[src/rtl/video_timing_pkg.sv]
// Shared 720p60 raster timing constants and colour constants, used by this
// timing driver and by the colour stage that feeds it.
package video_timing_pkg;

  localparam int RGB_W = 24;

  localparam logic [10:0] H_SYNC  = 11'd40;
  localparam logic [10:0] H_BACK  = 11'd220;
  localparam logic [10:0] H_DISP  = 11'd1280;
  localparam logic [10:0] H_FRONT = 11'd110;
  localparam logic [10:0] H_TOTAL = 11'd1650;

  localparam logic [10:0] V_SYNC  = 11'd5;
  localparam logic [10:0] V_BACK  = 11'd20;
  localparam logic [10:0] V_DISP  = 11'd720;
  localparam logic [10:0] V_FRONT = 11'd5;
  localparam logic [10:0] V_TOTAL = 11'd750;

  localparam logic SYNC_POL = 1'b1;

  localparam logic [RGB_W-1:0] BLACK = 24'h000000;
  localparam logic [RGB_W-1:0] WHITE = 24'hFFFFFF;
  localparam logic [RGB_W-1:0] BLUE  = 24'h0000FF;

  // First active count of a line or frame: sync width plus back porch.
  function automatic logic [10:0] active_start(input logic [10:0] sync_len,
                                               input logic [10:0] back_len);
    return sync_len + back_len;
  endfunction

endpackage

[src/rtl/video_timing_driver_sync_window_counter.sv]
// Generic wrapping counter for one raster axis. Holds at zero until run is
// set, advances on en, and decodes the sync pulse and active window flags.
module sync_window_counter #(
  parameter int           W         = 11,
  parameter logic [W-1:0] TOTAL     = 11'd1650,
  parameter logic [W-1:0] SYNC      = 11'd40,
  parameter logic [W-1:0] ACT_START = 11'd260,
  parameter logic [W-1:0] ACT_LEN   = 11'd1280
) (
  input  logic         clk,
  input  logic         rst_n,
  input  logic         run,
  input  logic         en,
  output logic [W-1:0] cnt,
  output logic         last,
  output logic         sync,
  output logic         active
);

  assign last   = (cnt == TOTAL - W'(1));
  assign sync   = (cnt < SYNC);
  assign active = (cnt >= ACT_START) && (cnt < ACT_START + ACT_LEN);

  // Count position along the axis; parked at zero until the raster starts.
  always_ff @(posedge clk or negedge rst_n) begin
    if (!rst_n)
      cnt <= '0;
    else if (!run)
      cnt <= '0;
    else if (en)
      cnt <= last ? '0 : cnt + W'(1);
  end

endmodule

[src/rtl/video_timing_driver.sv]
// 1280x720@60 raster timing generator. Requests pixels one clock ahead of the
// display-enable window and merges the returned colour into HS/VS/DE/RGB.
module video_timing_driver
  import video_timing_pkg::*;
#(
  parameter logic [10:0] HSYNC  = H_SYNC,
  parameter logic [10:0] HBACK  = H_BACK,
  parameter logic [10:0] HDISP  = H_DISP,
  parameter logic [10:0] HFRONT = H_FRONT,
  parameter logic [10:0] VSYNC  = V_SYNC,
  parameter logic [10:0] VBACK  = V_BACK,
  parameter logic [10:0] VDISP  = V_DISP,
  parameter logic [10:0] VFRONT = V_FRONT,
  parameter logic        POL    = SYNC_POL
) (
  input  logic             pixel_clk,
  input  logic             sys_rst_n,
  input  logic [RGB_W-1:0] pixel_data,
  output logic [10:0]      pixel_xpos,
  output logic [10:0]      pixel_ypos,
  output logic             data_req,
  output logic             video_hs,
  output logic             video_vs,
  output logic             video_de,
  output logic [RGB_W-1:0] video_rgb,
  output logic             frame_start
);

  localparam logic [10:0] HTOTAL = HSYNC + HBACK + HDISP + HFRONT;
  localparam logic [10:0] VTOTAL = VSYNC + VBACK + VDISP + VFRONT;
  localparam logic [10:0] HA     = active_start(HSYNC, HBACK);
  localparam logic [10:0] VA     = active_start(VSYNC, VBACK);
  localparam logic [10:0] HREQ_LO = HA - 11'd1;
  localparam logic [10:0] HREQ_HI = HA + HDISP - 11'd1;

  logic        run;
  logic [10:0] h_cnt, v_cnt;
  logic        h_last, h_sync, h_active;
  logic        v_last, v_sync, v_active;
  logic        h_req;

  // One idle edge after reset release before the raster begins at (0,0).
  always_ff @(posedge pixel_clk or negedge sys_rst_n) begin
    if (!sys_rst_n)
      run <= 1'b0;
    else
      run <= 1'b1;
  end

  sync_window_counter #(
    .W(11), .TOTAL(HTOTAL), .SYNC(HSYNC), .ACT_START(HA), .ACT_LEN(HDISP)
  ) u_h_counter (
    .clk(pixel_clk), .rst_n(sys_rst_n), .run(run), .en(1'b1),
    .cnt(h_cnt), .last(h_last), .sync(h_sync), .active(h_active)
  );

  sync_window_counter #(
    .W(11), .TOTAL(VTOTAL), .SYNC(VSYNC), .ACT_START(VA), .ACT_LEN(VDISP)
  ) u_v_counter (
    .clk(pixel_clk), .rst_n(sys_rst_n), .run(run), .en(h_last),
    .cnt(v_cnt), .last(v_last), .sync(v_sync), .active(v_active)
  );

  assign h_req = (h_cnt >= HREQ_LO) && (h_cnt < HREQ_HI);

  // Output decode from the registered counters; everything idles while not running.
  always_comb begin
    video_hs    = !POL;
    video_vs    = !POL;
    video_de    = 1'b0;
    data_req    = 1'b0;
    frame_start = 1'b0;
    pixel_xpos  = '0;
    pixel_ypos  = '0;
    video_rgb   = BLACK;
    if (run) begin
      video_hs    = h_sync ? POL : !POL;
      video_vs    = v_sync ? POL : !POL;
      video_de    = h_active && v_active;
      data_req    = h_req && v_active;
      frame_start = (h_cnt == 11'd0) && (v_cnt == 11'd0);
      if (data_req) begin
        pixel_xpos = h_cnt - HREQ_LO;
        pixel_ypos = v_cnt - VA;
      end
      if (video_de)
        video_rgb = pixel_data;
    end
  end

endmodule

[config.mk]
export PLATFORM = sky130hd
export DESIGN_NAME = video_timing_driver
export DESIGN_NICKNAME = d
export VERILOG_FILES = /design/src/rtl/video_timing_pkg.sv /design/src/rtl/video_timing_driver_sync_window_counter.sv /design/src/rtl/video_timing_driver.sv
export SDC_FILE = /design/constraint.sdc
export NUM_CORES = 1
export LEC_CHECK = 0
export CAP_MARGIN = 10
export CORE_ASPECT_RATIO = 1.2
export CORE_MARGIN = 5
export CORE_UTILIZATION = 25
export CTS_CLUSTER_DIAMETER = 200
export DETAILED_ROUTE_END_ITERATION = 12
export GPL_ROUTABILITY_DRIVEN = 0
export PLACE_DENSITY = 0.6
export SYNTH_ARGS = -nofsm -noshare
export SYNTH_HDL_FRONTEND = slang
export SYNTH_SLANG_ARGS = --single-unit
[constraint.sdc]
create_clock -name pixel_clk -period 2.1 [get_ports pixel_clk]
set_input_delay 0.42 -clock pixel_clk [delete_from_list [all_inputs] [get_ports pixel_clk]]
set_output_delay 0.42 -clock pixel_clk [all_outputs]
set_load 0.05 [all_outputs]
==> flow_summary.yaml <==
status:
  outcome: "finished, violations left"
  violated_checks: "setup timing"
cells_and_area:
  utilization: 0.5390
  mostFrequentLayoutCells: "sky130_fd_sc_hd__buf_4 (81), sky130_fd_sc_hd__buf_6 (54), sky130_fd_sc_hd__nor4b_4 (25), sky130_fd_sc_hd__clkdlybuf4s50_1 (25)"
  finalNetCount: 466
  post_route_cells_drive_above_1_share: 0.5417
  areaGrowthSynthToFinish_pct: 109.6
  fill_cells: 778
  final_common_cell: "sky130_fd_sc_hd__buf_4"
  n_antenna_cell: 0
worst_setup_path:
  critPathMaxStageDelay_ns: 0.47
  worst_setup_start_kind: "flip-flop"
  cell_family_with_the_largest_share_of_critical_path_delay: "simple AND/OR/NAND/NOR gates"
  worst_ep_arrival_time_ns: 2.40
  timing.setup.critical_path_class: "reg -> out"
  end_kind: "output port"
  critical_path_buf_inv_count: 4
  crit_fanout: 9
  cp_slowest_cell: "sky130_fd_sc_hd__or4b_4"
  critical_path.most_common_cell: "sky130_fd_sc_hd__buf_6"
  timing.critical_path.required_ns: 1.68
  cp_cell_sequence: "inv_2 > ha_4 > or4b_4 > o21ai_4 > nor2_4 > buf_12 > buf_6 > nor4b_4 > buf_6"
yosys:
  yosys_register_bits: 23
  asyncSetResetFlopFracSynth: 1.000
  synth-seq-area-share: 0.2465
  synth_warnings: 0
  ys_dominant_reg_cell: "sky130_fd_sc_hd__dfrtp_1"
  syn_area_mm2: 0.002335
  synth_area_per_cell_um2: 8.192
  number_of_instances_in_the_synthesized_netlist: 285
  synth-edff-count: 0
  post_synth_num_cell_types: 62
  mappedNetlistNets: 318
floorplanning:
  die-width_um: 98.22
  design.core.area_mm2: 0.009081
  placementRows: 38
  pin_count: 77
  die_area_mm2: 0.01138
  initial_utilization: 0.2571
  die_y_um: 115.9
route:
  drcViolationCount: 0
  vias_after_detailed_routing: 2756
  routed_wirelength_mm: 8.724
  dr.pass1.iters: 4
  wl_per_cell_um: 15.80
  detail_route.iter0.violations: 108
  antenna_left: 0
  via_per_inst: 4.993
cts:
  h-tree-depth: 1
  cts_tree: "built"
  cts_buffers: 3
  clkSlewWorstSetupHoldPaths_ns: 0.08
  clockBufferDepth: 2
  clkLatencyLatePin_ns: 0.27
  clock_sinks: 23
  ctsRootBufferMaster: "sky130_fd_sc_hd__clkbuf_8"
global_route:
  grt_first_pass_wirelength_mm: 14.12
  grt_pass1_vias: 2846
  antenna_violations_before_repair: 0
  grt_overflow: 0
  pin_count_of_the_biggest_net_entering_global_routing: 24
  grtUsageTotal: 0.1505
sta:
  max_freq_ghz: 0.3546
  period_share: 1.343
  finalClockSkew_ns: 0.003054
  report.final.slew_viol_count: 0
  setup_viol: 50
  finalHoldViolCount: 0
  timing.final.crit_period_ns: 2.820
  setup_repair_after_global_routing_missed_its_margin: "yes"
  setup_ws_ns: -0.7199
min_path:
  timing.hold.worst.class: "in -> async"
pwr:
  power_density_mw_per_mm2: 216.4
  cellLeakagePower_nw: 2.112
  vdd_ir_drop_max_mv: 0.1293
placement:
  portBuffers: 76
  dp_slack_ns: -0.4255
  hpwlAfterDp_mm: 6.660
job:
  timing.max_cap.violations: 0
synth_stat cells, drive strengths merged, types with 6 or more instances:
library cell	number	area, um2
nor2	23	93.84
dfrtp	23	575.6
clkbuf	15	57.55
nor3	28	151.4
a21oi	6	30.03
nor4	6	58.80
o21ai	13	76.33
xnor2	16	140.1
nand4	7	43.79
buf	16	107.6
ha	7	87.58
nand3	6	30.03
inv	9	33.78
nor4b	26	234.0
nand2	17	63.81
layout make-up:
cell class                      count  area [um2]  area share
Multi-Input combinational cell    222        2326      0.4752
Timing Repair Buffer              174        1762      0.3599
Sequential cell                    23       578.1      0.1181
Tap cell                          120       150.1     0.03067
Clock buffer                        4       45.04    0.009202
Inverter                            9       33.78    0.006902
cell families (layout without fill, tap and decap cells):
group,count (synthesis),count (layout),synth area share
adder cells (fa/ha/maj),7,7,0.03751
buffers and inverters,40,187,0.08520
AND/OR/NAND/NOR,142,142,0.3832
AO/OA/AOI/OAI,50,50,0.1624
flip-flops,23,23,0.2465
multiplexers,1,1,0.004823
other,1,1,0.001606
XOR/XNOR,21,21,0.07878
registers in the layout, indices dropped and copies added, names as in the netlist:
name,count
u_h_counter.cnt,11
u_v_counter.cnt,11
run,1
repair_timing:
item | in CTS | in global routing
endpoints found under the setup margin | 50 | 55
pin swaps | 5 | 13
setup buffers | 9 | 5
gates resized for setup | 59 | 14
hold buffers | 0 | 0
gates cloned | 2 | 2
metal layers:
metal / track usage / up-vias / wire [um]
met4: 0.04736 / 0 / 130
met5: 0 / - / 0
li1: - / 1352 / -
met1: 0.1680 / 1303 / 3553
met2: 0.2916 / 92 / 4610
met3: 0.02408 / 9 / 430
worst reg2reg max path, delay by kind of cell, from the launching register on:
kind            cells  cell delay, ns
buf+inv             5            0.77
compound gates      3            0.59
flops               1            0.38
simple gates        1            0.17
power breakdown:
group / switching (mW) / internal (mW) / total [mW] / leakage, nW
Clock: 0.145 / 0.136 / 0.281 / 0.0228
Combinational: 0.157 / 0.167 / 0.324 / 1.78
Sequential: 0.00593 / 0.448 / 0.454 / 0.313
Total: 0.308 / 0.751 / 1.06 / 2.11
through the flow:
stage	cells	total power, mW	instance area [um2]	setup TNS (ns)	hold slack [ns]
5_1_grt	552	1.110	4895	-36.50	0.5363
3_3_place_gp	532	0.7644	4424	-18.75	0.6311
3_5_place_dp	532	0.7678	4424	-19.15	0.6388
4_1_cts	547	1.068	4808	-31.96	0.5061
2_1_floorplan	285	0.6227	3114	-23.91	0.1244
6_report	552	1.059	4895	-32.16	0.4965
worst paths after layout:
kind	startpoint	to	slack [ns]	depth (start not counted)
max in group asynchronous	sys_rst_n	u_h_counter.cnt[3]	1.34	2
max	u_v_counter.cnt[1]	video_rgb[2]	-0.72	9
min reg2reg	u_v_counter.cnt[7]	u_v_counter.cnt[7]	0.67	3
min in group pixel_clk	u_v_counter.cnt[7]	u_v_counter.cnt[7]	0.67	3
max reg2reg	u_v_counter.cnt[5]	u_v_counter.cnt[6]	0.11	9
min	sys_rst_n	u_h_counter.cnt[6]	0.50	2
Note: power is estimated with default switching activity, not from simulation.
